### src/rtl/hazard_pkg.sv
// Shared definitions for the pipeline hazard sequencer: FSM state encoding,
// the flush NOP word and the bubble-counter reload helper.
package hazard_pkg;

  typedef enum logic [1:0] {
    RST_HOLD = 2'd0,
    RUN      = 2'd1,
    FLUSH    = 2'd2,
    STALL    = 2'd3
  } state_e;

  // addi x0, x0, 0 -- what the pipeline registers load when flushed
  localparam logic [31:0] NOP_INSTR = 32'h0000_0013;

  // Reload value for the 3-bit bubble counter; the entry cycle is already one bubble.
  function automatic logic [2:0] reload_cnt(input int depth);
    logic [2:0] val;
    if (depth > 1) begin
      val = 3'(depth - 2);
    end else begin
      val = 3'd0;
    end
    return val;
  endfunction

endpackage

### src/rtl/sat_counter.sv
// Saturating event counter: counts inc_i pulses, sticks at all-ones, clears on rst_i.
module sat_counter #(
  parameter int W = 16
) (
  input  logic         clk_i,
  input  logic         rst_i,
  input  logic         inc_i,
  output logic [W-1:0] cnt_o
);

  logic [W-1:0] cnt_d;
  logic [W-1:0] cnt_q;

  // Next count: step only while below the all-ones ceiling.
  always_comb begin
    cnt_d = cnt_q;
    if (inc_i && (cnt_q != {W{1'b1}})) begin
      cnt_d = cnt_q + {{(W-1){1'b0}}, 1'b1};
    end else begin
      cnt_d = cnt_q;
    end
  end

  // Count register with synchronous clear.
  always_ff @(posedge clk_i) begin
    if (rst_i) begin
      cnt_q <= '0;
    end else begin
      cnt_q <= cnt_d;
    end
  end

  assign cnt_o = cnt_q;

endmodule

### src/rtl/pipe_hazard_ctrl.sv
// Stall/flush sequencer for the 5-stage core: post-reset bubbles, redirect flushes,
// load-use stalls and memory-wait freezes, plus saturating event counters.
module pipe_hazard_ctrl
  import hazard_pkg::*;
#(
  parameter int FLUSH_DEPTH      = 1,
  parameter int LOAD_USE_BUBBLES = 1,
  parameter int RST_BUBBLES      = 2,
  parameter int CNT_W            = 16
) (
  input  logic             clk_i,
  input  logic             rst_i,
  input  logic             redirect_i,
  input  logic [31:0]      redirect_pc_i,
  input  logic             load_use_i,
  input  logic             mem_busy_i,
  output logic             pc_we_o,
  output logic             pc_sel_o,
  output logic [31:0]      redirect_pc_o,
  output logic             stall_if_id_o,
  output logic             stall_id_ex_o,
  output logic             flush_if_id_o,
  output logic             flush_id_ex_o,
  output logic [CNT_W-1:0] redirect_cnt_o,
  output logic [CNT_W-1:0] stall_cnt_o
);

  localparam logic [2:0] RST_RELOAD   = 3'(RST_BUBBLES - 1);
  localparam logic [2:0] FLUSH_RELOAD = reload_cnt(FLUSH_DEPTH);
  localparam logic [2:0] STALL_RELOAD = reload_cnt(LOAD_USE_BUBBLES);
  localparam state_e     FLUSH_NEXT   = (FLUSH_DEPTH > 1) ? FLUSH : RUN;
  localparam state_e     STALL_NEXT   = (LOAD_USE_BUBBLES > 1) ? STALL : RUN;

  state_e      state_d, state_q;
  logic [2:0]  cnt_d, cnt_q;
  logic        pend_valid_d, pend_valid_q;
  logic [31:0] pend_pc_d, pend_pc_q;
  logic        redir_inc;
  logic        lu_inc;
  logic        take_redirect;

  assign take_redirect = redirect_i | pend_valid_q;

  // Next-state and Mealy control decode; priority is busy > redirect > load-use.
  always_comb begin
    state_d       = state_q;
    cnt_d         = cnt_q;
    pend_valid_d  = pend_valid_q;
    pend_pc_d     = pend_pc_q;
    pc_we_o       = 1'b0;
    pc_sel_o      = 1'b0;
    redirect_pc_o = 32'h0000_0000;
    stall_if_id_o = 1'b0;
    stall_id_ex_o = 1'b0;
    flush_if_id_o = 1'b0;
    flush_id_ex_o = 1'b0;
    redir_inc     = 1'b0;
    lu_inc        = 1'b0;
    if (rst_i || (state_q == RST_HOLD)) begin
      flush_if_id_o = 1'b1;
      flush_id_ex_o = 1'b1;
      if (cnt_q == 3'd0) begin
        state_d = RUN;
      end else begin
        cnt_d = cnt_q - 3'd1;
      end
    end else if (mem_busy_i) begin
      stall_if_id_o = 1'b1;
      stall_id_ex_o = 1'b1;
      // Only the most recent redirect seen while frozen survives.
      if (redirect_i) begin
        pend_pc_d    = redirect_pc_i;
        pend_valid_d = 1'b1;
      end else begin
        pend_pc_d    = pend_pc_q;
      end
    end else if (take_redirect) begin
      pc_we_o       = 1'b1;
      pc_sel_o      = 1'b1;
      redirect_pc_o = redirect_i ? redirect_pc_i : pend_pc_q;
      flush_if_id_o = 1'b1;
      flush_id_ex_o = 1'b1;
      pend_valid_d  = 1'b0;
      redir_inc     = 1'b1;
      state_d       = FLUSH_NEXT;
      cnt_d         = FLUSH_RELOAD;
    end else begin
      case (state_q)
        RUN: begin
          if (load_use_i) begin
            stall_if_id_o = 1'b1;
            flush_id_ex_o = 1'b1;
            lu_inc        = 1'b1;
            state_d       = STALL_NEXT;
            cnt_d         = STALL_RELOAD;
          end else begin
            pc_we_o       = 1'b1;
          end
        end
        FLUSH: begin
          pc_we_o       = 1'b1;
          flush_if_id_o = 1'b1;
          if (cnt_q == 3'd0) begin
            state_d = RUN;
          end else begin
            cnt_d = cnt_q - 3'd1;
          end
        end
        STALL: begin
          stall_if_id_o = 1'b1;
          flush_id_ex_o = 1'b1;
          if (cnt_q == 3'd0) begin
            state_d = RUN;
          end else begin
            cnt_d = cnt_q - 3'd1;
          end
        end
        default: begin
          state_d = RUN;
          cnt_d   = 3'd0;
        end
      endcase
    end
  end

  // FSM, bubble counter and pending-redirect registers.
  always_ff @(posedge clk_i) begin
    if (rst_i) begin
      state_q      <= RST_HOLD;
      cnt_q        <= RST_RELOAD;
      pend_valid_q <= 1'b0;
      pend_pc_q    <= 32'h0000_0000;
    end else begin
      state_q      <= state_d;
      cnt_q        <= cnt_d;
      pend_valid_q <= pend_valid_d;
      pend_pc_q    <= pend_pc_d;
    end
  end

  sat_counter #(.W(CNT_W)) u_redirect_cnt (
    .clk_i (clk_i),
    .rst_i (rst_i),
    .inc_i (redir_inc),
    .cnt_o (redirect_cnt_o)
  );

  sat_counter #(.W(CNT_W)) u_stall_cnt (
    .clk_i (clk_i),
    .rst_i (rst_i),
    .inc_i (lu_inc),
    .cnt_o (stall_cnt_o)
  );

endmodule

### config.mk
export PLATFORM = sky130hd
export DESIGN_NAME = pipe_hazard_ctrl
export DESIGN_NICKNAME = d
export VERILOG_FILES = /design/src/rtl/hazard_pkg.sv /design/src/rtl/sat_counter.sv /design/src/rtl/pipe_hazard_ctrl.sv
export SDC_FILE = /design/constraint.sdc
export NUM_CORES = 1
export LEC_CHECK = 0
export ABC_AREA = 1
export ABC_CLOCK_PERIOD_IN_PS = 4850
export CORE_UTILIZATION = 50
export CTS_CLUSTER_DIAMETER = 60
export DETAILED_ROUTE_END_ITERATION = 8
export GPL_ROUTABILITY_DRIVEN = 1
export GPL_TIMING_DRIVEN = 0
export PLACE_DENSITY = 0.79
export SETUP_SLACK_MARGIN = 0.15
export SLEW_MARGIN = 30
export SYNTH_ARGS = -nofsm -noshare
export SYNTH_HDL_FRONTEND = slang
export SYNTH_SLANG_ARGS = --single-unit
### constraint.sdc
create_clock -name clk_i -period 4.85 [get_ports clk_i]
set_clock_uncertainty 0.05 [all_clocks]
set_input_delay 0.97 -clock clk_i [delete_from_list [all_inputs] [get_ports clk_i]]
set_output_delay 0.97 -clock clk_i [all_outputs]
set_load 0.02 [all_outputs]
# After elaboration in Yosys (flattened, before gate mapping)
# Cells that the tools add are included.
[word_totals]
regBits = 70
latch_bits = 0
ram_bits = 0
mem_bits_ro = 0
inputBits = 37
output_inout_bits = 70
elab_cells = 74
mem_count = 0
[classes]
add_sub_neg = 3
mul = 0
div = 0
magnitude_cmp = 0
eq_ne = 8
shift = 0
n_mux = 45
bitwise_logic = 2
reduce_logical = 10
[ops]
columns = ["operator", "n"]
rows = [
  ["two-way mux 32 bit", 4],
  ["adder 16 x 1 -> 16 bit, second input constant", 2],
  ["!= test 16 bit, second input constant", 2],
  ["two-way mux 1 bit", 27],
  ["two-way mux 3 bit", 5],
  ["two-way mux 2 bit", 5],
  ["one-hot mux 3 bit (2 select lines)", 1],
  ["== test 2 bit, second input constant", 2],
  ["!= test 4 bit, second input constant", 1],
  ["one-hot mux 1 bit (2 select lines)", 2],
  ["one-hot mux 2 bit (2 select lines)", 1],
  ["AND reduction 2 bit", 2],
  ["logical NOT 3 bit", 1],
  ["AND reduction 3 bit", 1],
  ["subtractor 3 x 1 -> 3 bit, second input constant", 1],
  ["== test 2 x 1 -> 1 bit, second input constant", 1],
  ["logical AND 1 bit", 2],
  ["logical NOT 2 bit", 1],
  ["!= test 2 x 1 -> 1 bit, second input constant", 1],
  ["!= test 2 bit, second input constant", 1],
  ["nonzero test 2 bit", 1],
  ["OR reduction 2 bit", 1],
  ["logical OR 1 bit", 1],
  ["inverter 1 bit", 1],
  ["OR 1 bit", 1],
]

# Longest topological paths before layout
# Gate-level depths: netlist of run 1.
[logic_depth]
depth_word = 6
mapped_depth = 11
depth_no_buf = 11

# Hierarchy
# From an unflattened synthesis of run 1, not the netlist that was laid out.
[unflattened]
cells_unflattened = 658
hier_area_um2 = 4185.3
[modules_own_cells]
columns = ["mod", "n_inst", "cells_each", "area_each_um2"]
rows = [
  ["pipe_hazard_ctrl", 1, 351, 2282.2],
  ["sat_counter at u_stall_cnt", 1, 158, 973.4],
  ["sat_counter at u_redirect_cnt", 1, 149, 929.6],
]

# Worst setup path before layout of run 1
# No wires, ideal clock.
[synth_path]
path_type = "input port to output port"
from = "input rst_i"
to = "output stall_if_id_o"
arrival_time_ns = 2.173
required_time_ns = 3.830
setup_slack_ns = 1.657
stages = 8
path_buffers = 3
cell_sequence = "buf_6 > inv_4 > nand2_1 > nor2_2 > inv_2 > buf_4 > buf_6 > o21ai_0"
[synth_between]
elab_chain_cells = 2
[synth_lines]
columns = ["item", "line", "rtl"]
rows = [
  ["from (decl)", "pipe_hazard_ctrl.sv:12", "input logic rst_i,"],
  ["logical OR 1 bit", "pipe_hazard_ctrl.sv:59", "if (rst_i || (state_q == RST_HOLD)) begin"],
  ["two-way mux 1 bit", "pipe_hazard_ctrl.sv:59", ""],
  ["to (decl)", "pipe_hazard_ctrl.sv:20", "output logic stall_if_id_o,"],
]
# No other way between the ends.

# Final worst setup path of run 1
[layout_path]
from = "input mem_busy_i"
to = "output stall_if_id_o"
[layout_between]
elab_chain_cells = 2
[layout_lines]
columns = ["item", "line", "rtl"]
rows = [
  ["from (decl)", "pipe_hazard_ctrl.sv:16", "input logic mem_busy_i,"],
  ["two-way mux 1 bit", "pipe_hazard_ctrl.sv:67", "end else if (mem_busy_i) begin"],
  ["two-way mux 1 bit", "pipe_hazard_ctrl.sv:59", ""],
]
# No other way between the ends.

==> results of run 1 <==
-- metrics by stage --
step	power, uW	utilization
final	1450	0.695
after detailed placement	960	0.668
after CTS	1450	0.695
after floorplan	854	-
after global placement	947	0.668
after global routing	1520	0.695
-- sequential cells by signal, indices dropped and copies added, names as in the netlist --
signal and count:
pend_pc_q 32, u_redirect_cnt.cnt_o 16, u_stall_cnt.cnt_o 16, cnt_q 3, state_q 2, pend_valid_q 1
-- layout make-up --
type                       instances  share of cell area
clock inverter                     5              0.0107
clock buffer                      11              0.0282
tap                              102              0.0237
inverter                          43              0.0310
multi-input combinational        412               0.421
timing repair buffer             104               0.194
buffer                            25              0.0307
sequential                        70               0.261
-- worst paths after layout --
kind / to / slack, ps / depth (start not counted)
worst min register to register: pend_pc_q[16] / 420 / 2
worst max-delay path: stall_if_id_o / 920 / 8
worst max register to register: pend_pc_q[31] / 2920 / 10
worst min-delay path: pend_pc_q[16] / 420 / 2
-- per-layer routing --
layer,wire length [um],share of wire,track usage
met4,117,0.011,0.0926
met3,415,0.040,0.0360
met2,5140,0.49,0.434
met5,0,0,0
met1,4780,0.46,0.331
-- kinds of logic after synthesis --
logic type,count (synthesis),share of synthesized area
buffers and inverters,68,0.0830
flip-flops,70,0.351
AO/OA/AOI/OAI,71,0.0974
XOR/XNOR,14,0.0307
multiplexers,32,0.0802
adder cells (fa/ha/maj),9,0.0282
AND/OR/NAND/NOR,286,0.330
-- placed cells by master, fill, tap and decap left out, types with 8 or more instances in the layout --
cell and count:
a21oi_1 23, inv_1 36, mux2i_1 32, dfxtp_1 70
nor2_1 81, nand2_2 9, nand2_1 112, clkbuf_1 9
nand3_1 58, clkdlybuf4s50_1 104, o21ai_0 9, clkbuf_8 11
xor2_1 8, o21ai_1 30, a21oi_2 8, ha_1 9
nand4_1 13
-- worst max-delay path, delay by kind of cell --
| kind | cells | cell delay (ps) |
|---|---|---|
| AO/OA/AOI/OAI | 1 | 80 |
| buffers and inverters | 6 | 1640 |
| AND/OR/NAND/NOR | 1 | 220 |
-- power breakdown --
group | total, uW | switching, uW | internal [uW]
combinational | 322 | 185 | 137
clock | 497 | 233 | 265
sequential | 629 | 21.8 | 607
total | 1450 | 440 | 1010
==> metrics, run 1 <==
syn_nets 596; total setup buffers inserted after CTS 0; status completed; drt initial violations around 180; RSZ-0062 raised after global routing false; Reg-to-Reg Start state_q[0]; drt via density ~5; initial antenna violation count 0; Worst Tran Pin Value ~600 ps; Core ar. ~7700 um2; later-pin clock latency in the skew report 350 ps; Wirelength per Cell approximately 14 um; dpl cells around 760; die span in y about 91 um; final net count between 700 and 800; CP Class input pin to primary output; most area-consuming cells after synthesis dfxtp_1, nand2_1, mux2i_1, nor2_1, nand3_1; synth warn 0; Slowest Stage Delay on Critical Path around 660 ps; Post-synth EDFFs 0; vias in the first global route between 3k and 4k; die width just over 90 um; Crit-path slowest cell clkdlybuf4s50_1; Setup violations, final 0; PwrDens approximately 270 nW/um2; post-route antenna net violation count 0; CTS tree built; # DRC 0; Worst EP arrival about 2900 ps; buffers added on ports approximately 100; fraction of registers with async set/reset 0; CTS Hold Bufs 0; minimum clock period 3930 ps; HP Class flip-flop to flip-flop; n_diodes 0; CTS Buffer Depth 2; area of the multi-input gates roughly 2300 um2; fmax between 0.2 and 0.3 GHz; Clock transition at path regs 70 ps; Post-Layout Inst Area 5370 um2; synthesized area around 4000 um2; crit path cell chain clkdlybuf4s50_1, inv_2, nor2_2, inv_2, buf_4, buf_6, o21ai_0, clkdlybuf4s50_1; Distinct cells, synth 29; Rows 32; DRT Wirelength 10500 um; Setup WS post-layout approximately 920 ps; largest net degree at the start of global routing 13; drt pass-1 iters 4; root buf cell clkbuf_8; post-CTS sizing 0; dpl hpwl around 7700 um; placer congestion estimate between 0.8 and 0.9; Fin Setup TNS 0 ps; IO Pins approximately 110; Worst Path Required roughly 3800 ps; most frequent cell after synthesis nand2_1; Max Cap Viol 0; Worst slew margin 0.600; Peak supply drop roughly 0.22 mV; top post-synthesis cells by count nand2_1, nor2_1, dfxtp_1, nand3_1, inv_1; syn avg cell area between 7 and 8 um2; number of buffers created by CTS 9; Hold Fails Final Rpt 0; Leak ~0.0021 uW; top_reg_cell synth dfxtp_1; fin crit share 0.809; area grow syn2layout 34.5%; max-slew violations 0; placed cell areas about 5200 um2; Fill cells between 600 and 700; CP startpoint kind input pin; Worst setup EP type primary output; via count 3972; hold_sp pend_pc_q[16]; total die area 8350 um2; post-route insts no fill 772; GRT overflow 0; Initial Util 0.517; Seq cells post-synth 70; DP Worst Slack around 960 ps; TritonCTS Sinks 70; H-Tree Depth 3; worst hold slack 425 ps; share of cells above drive strength 1 0.0955; first-pass GRT wire length 17400 um; post-synth top area share 0.351; Critical Path Fanout Max 10; Post-Synthesis Cells between 500 and 600; sequential share of the synthesized area 0.351; critical path launch point mem_busy_i; GR Util All Layers 0.257; FF+latch area 1400 um2; biggest area consumer among synthesized cells dfxtp_1
(Power assumes the default switching activity.)
==> run 2, diff against run 1 <==
- ABC_CLOCK_PERIOD_IN_PS: 4850 -> 3950
- CORE_UTILIZATION: 50 -> 49
- PLACE_DENSITY: 0.79 -> 0.78
- clock period: 4.85 -> 3.95 ns (I/O delays scaled with it)
==> run 2 against run 1 <==
Compared with the run above:
- non-clock buffer count is the same
- worst hold slack worse by 1.2 ps
- clock power grew 19%
- largest cell class unchanged
==> metrics, run 2 (synthesized netlist as in run 1, its figures left out) <==
n_diodes 0; root buf cell clkbuf_8; most flop-heavy register pend_pc_q; r2r setup slk about 2000 ps; Fin Setup TNS 0 ps; Critical Path Fanout Max 10; PwrDens about 330 nW/um2; IO Pins approximately 110; Worst Tran Pin Value between 600 and 700 ps; total die area approximately 8500 um2; HP Class flip-flop to flip-flop; Peak supply drop roughly 0.27 mV; Clock transition at path regs ~80 ps; fin util 0.687; fin crit share 0.901; # DRC 0; CTS tree built; final net count 711; buffers added on ports approximately 100; post-route antenna net violation count 0; worst hold endpoint pend_pc_q[13]; Wirelength per Cell around 13 um; most common cell after layout, fill and taps aside nand2_1; post-CTS sizing 0; most frequent cells in the layout nand2_1, clkdlybuf4s50_1, nor2_1, dfxtp_1, nand3_1; dpl hpwl 7720 um; Worst Path Required approximately 3100 ps; placed cell areas roughly 5200 um2; H-Tree Depth 3; via count 4014; R2R Path End pend_pc_q[4]; Initial Util 0.512; vias in the first global route between 3k and 4k; Post-Layout Inst Area ~5400 um2; Worst setup EP type primary output; Clock Power Share 0.335; Setup violations, final 0; GR Util All Layers 0.250; die width 92.3 um; Internal between 1000 and 1500 uW; minimum clock period ~3600 ps; Largest register FFs 32; GRT overflow 0; CP Class input pin to primary output; later-pin clock latency in the skew report between 300 and 400 ps; Hold Fails Final Rpt 0; Sw Ratio 0.306; status completed; Sw Pwr between 500 and 600 uW; initial antenna violation count 0; DRT Wirelength 10300 um; area grow syn2layout 34.2%; max-slew violations 0; Rows 32; first-pass GRT wire length between 15000 and 20000 um; Reg-to-Reg Start state_q[0]; drt initial violations about 120; Worst slew margin 0.588; combinational share of power 0.225; hold depth 2; sequential share of power 0.439; hold_sp pend_pc_q[13]; Core ar. 7810 um2; TritonCTS Sinks 70; drt via density a little over 5; die span in y 92.3 um; Leak ~0.0021 uW; total setup buffers inserted after CTS 0; share of cells above drive strength 1 0.0955; placer congestion estimate between 0.8 and 0.9; Worst EP arrival 2720 ps; R2R depth 10; RSZ-0062 raised after global routing false; Max Cap Viol 0; fmax 0.281 GHz; CTS Buffer Depth 2; CTS Hold Bufs 0; largest net degree at the start of global routing 13; drt pass-1 iters 4; number of buffers created by CTS 9; CP startpoint kind input pin
-- run 2: cell count changes in the layout (fill, tap and decap cells not counted), sizes merged --
| cell | previous run | this run |
|---|---|---|
| clkinvlp | 3 | 1 |
| clkbuf | 20 | 19 |
| clkinv | 1 | 4 |
-- run 2: area by class of cell --
cell class | instances | area [um2]
plain buffers | 25 | 165
clock buffers | 10 | 138
clock inverters | 6 | 61.3
fillers | 685 | 2440
inverters | 43 | 166
multi-input cells | 412 | 2260
flip-flops and latches | 70 | 1400
well taps | 102 | 128
repair buffers | 104 | 1040
-- run 2: worst max-delay path by stage --
stage               startpoint                end  cells past startpoint
floorplan                rst_i      stall_if_id_o                      8
global placement    mem_busy_i      stall_if_id_o                      8
detailed placement  mem_busy_i  redirect_pc_o[19]                      8
CTS                 mem_busy_i  redirect_pc_o[22]                      8
global route        mem_busy_i  redirect_pc_o[19]                      8
finish              mem_busy_i  redirect_pc_o[16]                      8
-- run 2: per-layer routing --
metal,GRT usage,wire length [um],vias up
li1,-,-,2031
met1,0.306,4560,1862
met2,0.423,5080,95
met3,0.0493,375,26
met4,0.113,284,0
met5,0,0,-
-- run 2: power groups by stage --
stage	Combinational (uW)	Sequential (uW)	Clock, uW
6_report	396	773	590
5_1_grt	435	777	633
4_1_cts	396	772	598
3_5_place_dp	392	788	0
3_3_place_gp	378	785	0
2_1_floorplan	265	784	0
-- run 2: critical path, cell delays in order --
cell	delay, ps
clkdlybuf4s50_1	480
inv_2	60
nand2_2	120
nor2_8	60
inv_4	120
clkbuf_1	400
nor2_1	130
clkdlybuf4s50_1	560
-- run 2: stage by stage --
| stage | worst slack (ps) | hold WS, ps | cells | total power (uW) |
|---|---|---|---|---|
| 2_1_floorplan | 1120 | 400 | 550 | 1050 |
| 3_3_place_gp | 431 | 411 | 756 | 1160 |
| 3_5_place_dp | 403 | 416 | 756 | 1180 |
| 4_1_cts | 390 | 427 | 772 | 1770 |
| 5_1_grt | 237 | 450 | 772 | 1840 |
| 6_report | 391 | 423 | 772 | 1760 |
